**src/rtl/sample_arbiter_pkg.sv**
```systemverilog
// Shared types and encodings for the sample arbiter.
//   state_e     : arbiter FSM states
//   src_t       : grant encoding (SRC_NONE / SRC_ADC / SRC_MSP)
//   pick_src()  : priority grant from the preference bit and ready flags
//   cnt_width() : bit-counter width able to hold 0..n
package sample_arbiter_pkg;

    localparam int unsigned SRC_W = 2;

    typedef logic [SRC_W-1:0] src_t;

    localparam src_t SRC_NONE = 2'd0;
    localparam src_t SRC_ADC  = 2'd1;
    localparam src_t SRC_MSP  = 2'd2;

    typedef enum logic [1:0] {
        ST_IDLE  = 2'd0,
        ST_ARB   = 2'd1,
        ST_SHIFT = 2'd2,
        ST_HOLD  = 2'd3
    } state_e;

    // Preferred source if ready, else the other one if ready, else none.
    function automatic src_t pick_src(input logic pri_msp, input logic adc_rdy,
                                      input logic msp_rdy);
        src_t sel;
        sel = SRC_NONE;
        if (pri_msp) begin
            if (msp_rdy)      sel = SRC_MSP;
            else if (adc_rdy) sel = SRC_ADC;
        end else begin
            if (adc_rdy)      sel = SRC_ADC;
            else if (msp_rdy) sel = SRC_MSP;
        end
        return sel;
    endfunction

    function automatic int unsigned cnt_width(input int unsigned n);
        return $clog2(n + 1);
    endfunction

endpackage

```
**src/rtl/sample_bit_counter.sv**
```systemverilog
// Per-window sample bit counter with terminal-count detect.
//   clk, rst_n : clock, async active-low reset
//   clr_i      : synchronous clear (window closed)
//   inc_i      : count one forwarded strobe
//   term_o     : count currently equals NUM_BITS-1 (next strobe is the last)
module sample_bit_counter
    import sample_arbiter_pkg::*;
#(
    parameter int unsigned NUM_BITS = 16
) (
    input  logic clk,
    input  logic rst_n,
    input  logic clr_i,
    input  logic inc_i,
    output logic term_o
);

    localparam int unsigned CW = cnt_width(NUM_BITS);

    logic [CW-1:0] count_q;
    logic [CW-1:0] count_d;

    // Clear has priority over increment.
    always_comb begin
        count_d = count_q;
        if (clr_i) begin
            count_d = '0;
        end else if (inc_i) begin
            count_d = count_q + CW'(1);
        end
    end

    always_ff @(posedge clk or negedge rst_n) begin
        if (!rst_n) begin
            count_q <= '0;
        end else begin
            count_q <= count_d;
        end
    end

    assign term_o = (count_q == CW'(NUM_BITS - 1));

endmodule

```
**src/rtl/sample_arbiter.sv**
```systemverilog
// Arbitrates a serial sample read window between an ADC and an MSP430.
// The grant is taken when the window opens and held until it closes;
// bit strobes are forwarded to the granted source and its data is
// returned combinationally.
//   read_sample_ctl/clk/datain : read responder window, strobe, return bit
//   pri_msp                    : 1 prefers MSP, 0 prefers ADC
//   adc_/msp_ ready,data       : source status and serial bit
//   adc_/msp_ ctl,clk          : source select and forwarded strobe
//   src_sel, busy              : current grant, window in progress
//   err_short, err_over        : sticky short-window / excess-strobe flags
module sample_arbiter
    import sample_arbiter_pkg::*;
#(
    parameter int unsigned NUM_BITS = 16,
    parameter logic        FILL_BIT = 1'b0
) (
    input  logic             clk,
    input  logic             reset_n,
    input  logic             read_sample_ctl,
    input  logic             read_sample_clk,
    output logic             read_sample_datain,
    input  logic             pri_msp,
    input  logic             adc_ready,
    input  logic             msp_ready,
    input  logic             adc_data,
    input  logic             msp_data,
    output logic             adc_ctl,
    output logic             msp_ctl,
    output logic             adc_clk,
    output logic             msp_clk,
    output logic [SRC_W-1:0] src_sel,
    output logic             busy,
    output logic             err_short,
    output logic             err_over
);

    state_e state_q, state_d;
    src_t   src_sel_q, src_sel_d;
    logic   err_short_q, err_short_d;
    logic   err_over_q, err_over_d;
    logic   cnt_clr, cnt_inc, cnt_term;
    logic   sel_bit;

    sample_bit_counter #(
        .NUM_BITS (NUM_BITS)
    ) u_cnt (
        .clk    (clk),
        .rst_n  (reset_n),
        .clr_i  (cnt_clr),
        .inc_i  (cnt_inc),
        .term_o (cnt_term)
    );

    // State register
    always_ff @(posedge clk or negedge reset_n) begin
        if (!reset_n) begin
            state_q     <= ST_IDLE;
            src_sel_q   <= SRC_NONE;
            err_short_q <= 1'b0;
            err_over_q  <= 1'b0;
        end else begin
            state_q     <= state_d;
            src_sel_q   <= src_sel_d;
            err_short_q <= err_short_d;
            err_over_q  <= err_over_d;
        end
    end

    // Next-state, grant and error flag logic
    always_comb begin
        state_d     = state_q;
        src_sel_d   = src_sel_q;
        err_short_d = err_short_q;
        err_over_d  = err_over_q;
        cnt_clr     = 1'b0;
        cnt_inc     = 1'b0;
        case (state_q)
            ST_IDLE: begin
                if (read_sample_clk) begin
                    err_over_d = 1'b1;
                end
                if (read_sample_ctl) begin
                    // Flags restart with the new window; a strobe on this
                    // very edge is still an ignored strobe.
                    state_d     = ST_ARB;
                    src_sel_d   = pick_src(pri_msp, adc_ready, msp_ready);
                    err_short_d = 1'b0;
                    err_over_d  = read_sample_clk;
                end
            end
            ST_ARB: begin
                if (read_sample_clk) begin
                    err_over_d = 1'b1;
                end
                if (!read_sample_ctl) begin
                    state_d     = ST_IDLE;
                    src_sel_d   = SRC_NONE;
                    err_short_d = 1'b1;
                    cnt_clr     = 1'b1;
                end else begin
                    state_d = ST_SHIFT;
                end
            end
            ST_SHIFT: begin
                cnt_inc = read_sample_clk;
                // A coincident strobe is counted first, so a final strobe
                // with the window falling still completes the window.
                if (read_sample_clk && cnt_term) begin
                    state_d = ST_HOLD;
                end else if (!read_sample_ctl) begin
                    state_d     = ST_IDLE;
                    src_sel_d   = SRC_NONE;
                    err_short_d = 1'b1;
                    cnt_clr     = 1'b1;
                end
            end
            ST_HOLD: begin
                if (read_sample_clk) begin
                    err_over_d = 1'b1;
                end
                if (!read_sample_ctl) begin
                    state_d   = ST_IDLE;
                    src_sel_d = SRC_NONE;
                    cnt_clr   = 1'b1;
                end
            end
            default: begin
                state_d   = ST_IDLE;
                src_sel_d = SRC_NONE;
                cnt_clr   = 1'b1;
            end
        endcase
    end

    // Output decode
    always_comb begin
        busy    = (state_q != ST_IDLE);
        adc_ctl = busy && (src_sel_q == SRC_ADC);
        msp_ctl = busy && (src_sel_q == SRC_MSP);
        adc_clk = (state_q == ST_SHIFT) && (src_sel_q == SRC_ADC) && read_sample_clk;
        msp_clk = (state_q == ST_SHIFT) && (src_sel_q == SRC_MSP) && read_sample_clk;
        case (src_sel_q)
            SRC_ADC: sel_bit = adc_data;
            SRC_MSP: sel_bit = msp_data;
            default: sel_bit = FILL_BIT;
        endcase
        if (state_q == ST_HOLD) begin
            sel_bit = FILL_BIT;
        end
        // Forced low during reset even when FILL_BIT is 1.
        read_sample_datain = reset_n && sel_bit;
    end

    assign src_sel   = src_sel_q;
    assign err_short = err_short_q;
    assign err_over  = err_over_q;

endmodule

```
**config.mk**
```make
export PLATFORM = sky130hd
export DESIGN_NAME = sample_arbiter
export DESIGN_NICKNAME = d
export VERILOG_FILES = /design/src/rtl/sample_arbiter_pkg.sv /design/src/rtl/sample_bit_counter.sv /design/src/rtl/sample_arbiter.sv
export SDC_FILE = /design/constraint.sdc
export NUM_CORES = 1
export LEC_CHECK = 0
export CELL_PAD_IN_SITES_DETAIL_PLACEMENT = 0
export CELL_PAD_IN_SITES_GLOBAL_PLACEMENT = 1
export CORE_MARGIN = 5
export CORE_UTILIZATION = 45
export CTS_CLUSTER_DIAMETER = 50
export CTS_CLUSTER_SIZE = 20
export DETAILED_ROUTE_END_ITERATION = 12
export DONT_BUFFER_PORTS = 1
export GPL_ROUTABILITY_DRIVEN = 0
export PLACE_DENSITY_LB_ADDON = 0.15
export REMOVE_ABC_BUFFERS = 1
export SYNTH_ARGS = -nofsm -noshare
export SYNTH_HDL_FRONTEND = slang
export SYNTH_SLANG_ARGS = --single-unit
```
**constraint.sdc**
```tcl
create_clock -name clk -period 1.8 [get_ports clk]
set_input_delay 0.45 -clock clk [delete_from_list [all_inputs] [get_ports clk]]
set_output_delay 0.45 -clock clk [all_outputs]
set_load 0.02 [all_outputs]
```
==> out/metrics.csv <==
stage,metric,value,unit
synth,Syn. warnings,0,
synth,Mapped Cells,86,
cts,clock slew at reported path FFs,80,ps
synth,post-synth cell types,29,
timing,Final setup viols,1,
cells_and_area,Final Net Count,123,
timing,setup ws final,-83.8,ps
cts,CTS Sinks,11,
global_route,initial antenna violation count,0,
detailed_routing,DRC viols,0,
cts,clock root buffer,clkbuf_4,
critical_path,CP top delay family,flip-flops,
place,placed wire-length estimate,1300,µm
floorplan,# rows,15,
floorplan,initial cell density of the core,0.469,
global_route,global-route wire length before repair,2900,µm
critical_path,R2R cell count,6,
detailed_routing,Final ANT Viol Nets,0,
detailed_routing,DR vias/cell,5.42,
timing,Worst Skew,5.48,ps
cts,CTS tree,built,
global_route,number of global-route vias before repair,643,
critical_path,Crit Path Category,flop to output port,
floorplan,Die ar.,2720,µm²
cells_and_area,Final Util,0.608,
floorplan,die width,52.2,µm
place,Placement Setup Slack,36.0,ps
cts,CTS Buf Count,3,
synth,Seq cells post-synth,11,
detailed_routing,via count,688,
power_and_ir_drop,Pwr Density,1650,nW/µm²
cells_and_area,share of layout cells above drive strength 1,0.353,
timing,worst-margin pin slew,542,ps
global_route,aggregate global-route resource usage,0.151,
timing,"Hold Vio Cnt, Final",0,
critical_path,CP max FO,2,
hold_path,hold path depth,1,
critical_path,Crit-path slowest cell,dfrtp_1,
synth,sequential share of the synthesized area,0.344,
cells_and_area,fill count,159,
hold_path,Min-Delay Path Class,input pin to flop,
synth,Post-Syn Area,801,µm²
timing,fmax,0.531,GHz
power_and_ir_drop,leakage power,0.480,nW
cts,clk_lat worst skew,280,ps
floorplan,Core Area,1710,µm²
global_route,gr ovfl total,0,
run_status,status,"complete, but fails checks",
timing,fin crit period,1880,ps
critical_path,Worst R2R Start,u_cnt.count_q[0],
critical_path,arrival time at the worst endpoint,1430,ps
cts,H-tree depth,1,
critical_path,Buf/Inv on CP,2,
timing,setup TNS,-83.8,ps
cells_and_area,P&R area growth vs syn,29.7,%
timing,fin crit share,1.05,
cells_and_area,ant diodes,0,
critical_path,Critical Path End Type,output port,
place,port bufs,0,
power_and_ir_drop,Max rail drop VDD,0.631,mV
global_route,largest net degree at the start of global routing,14,
detailed_routing,Routed WL,1890,µm
power_and_ir_drop,total chip power,1.71,mW
cts,CTS Buffer Depth,2,
timing,hold slack final,267,ps
timing,relative slew slack,0.637,
cells_and_area,most frequent cells in the layout,"13 x buf_4, 9 x dfrtp_1, 8 x inv_1",
critical_path,CP required,1350,ps
run_status,violated checks,negative setup slack,
run,max_cap viols,0,
synth,syn avg cell area,9.31,µm²
detailed_routing,wire per inst,14.9,µm
floorplan,die height,52.2,µm
critical_path,worst-path cell chain,inv_2 > ha_4 > nor4b_4 > buf_4,
detailed_routing,initial detailed-routing violation count,4,
critical_path,worst r2r dst,state_q[0],
critical_path,Worst path max stage delay,400,ps
cells_and_area,FF+latch area,278,µm²
critical_path,CP startpoint kind,flop,
cells_and_area,"most common cell after layout, fill and taps aside",buf_4,
cells_and_area,area used by multi-input combinational logic,552,µm²
floorplan,I/O pin count,19,
detailed_routing,Detailed Routing Iterations Pass 1,4,
timing,Slew Limit Fails,0,
hold_path,hold endpoint,u_cnt.count_q[4],
timing,RSZ-0062 raised after global routing,true,
critical_path,r2r setup slk,120,ps
hold_path,hold path startpoint,read_sample_clk,
through the flow:
stage	instance area [µm²]	std cells
final	1040	127
after global routing	1040	127
after CTS	997	125
after detailed placement	875	116
after global placement	875	116
after floorplan	791	84
what timing repair did:
action / 4_1_cts / 5_1_grt
setup buffers: 4 / 2
pin swaps: 1 / 0
endpoints found under the setup margin: 6 / 9
endpoints found under the hold margin: 11 / 0
resized for setup: 15 / 5
hold buffers: 1 / 0
registers in the layout (all words and copies together) (netlist names):
name and flops:
u_cnt.count_q 5, src_sel 2, err_over 1, err_short 1
state_q 2
worst register-to-register path: stages, from the launching register on:
cell     delay (ps)
dfrtp_1         400
ha_1            210
and3_1          180
ha_2            190
a31oi_1         240
a21oi_1         100
a211o_1         230
final cells by class:
type,instances,share of cell area
inverters,11,0.0422
clock buffers,4,0.0253
well taps,25,0.0301
flip-flops and latches,11,0.267
repair buffers,14,0.104
multi-input cells,62,0.531
Yosys cell counts (all sizes together):
cell type,n,area share
a211o,1,0.011
a21boi,1,0.0094
a21oi,6,0.042
a22oi,1,0.0094
a311oi,1,0.019
a31oi,3,0.023
and3,4,0.031
buf,2,0.013
dfrtp,11,0.34
ha,11,0.17
inv,11,0.052
mux2i,2,0.025
nand2,4,0.019
nand3,5,0.031
nor2,3,0.014
nor2b,3,0.023
nor3,1,0.0062
nor4b,1,0.011
o211ai,1,0.0094
o21ai,4,0.025
o22ai,1,0.0078
o2bb2ai,1,0.011
o311a,1,0.027
o31ai,1,0.0094
o41ai,1,0.011
or2,2,0.016
or3,1,0.0078
xor2,2,0.022
how the worst max path moves through the flow:
stage	startpoint	end	slack (ps)	cells after the start
floorplan	src_sel[0]	read_sample_datain	-240	3
global placement	state_q[0]	u_cnt.count_q[4]	50	5
detailed placement	state_q[0]	u_cnt.count_q[4]	40	5
CTS	src_sel[0]	read_sample_datain	-70	4
global route	src_sel[1]	read_sample_datain	-160	5
finish	src_sel[0]	read_sample_datain	-80	4
where the power goes:
part           internal [mW]  switching (mW)
sequential             0.343           0.111
clock                 0.0861          0.0923
combinational          0.511           0.567
total                  0.941           0.770
kinds of logic after synthesis:
logic type,after synthesis,synth area share
AND/OR/NAND/NOR,24,0.159
AO/OA/AOI/OAI,23,0.214
buffers and inverters,13,0.0641
adder cells (fa/ha/maj),11,0.172
flip-flops,11,0.344
XOR/XNOR,2,0.0219
multiplexers,2,0.0250
routing by layer:
metal	wire length [µm]	track usage	up-vias
met2	927	0.226	19
met5	0	0	-
li1	-	-	341
met1	801	0.178	323
met3	113	0.0456	5
met4	51	0.119	0
Note: power is estimated with default switching activity, not from simulation.
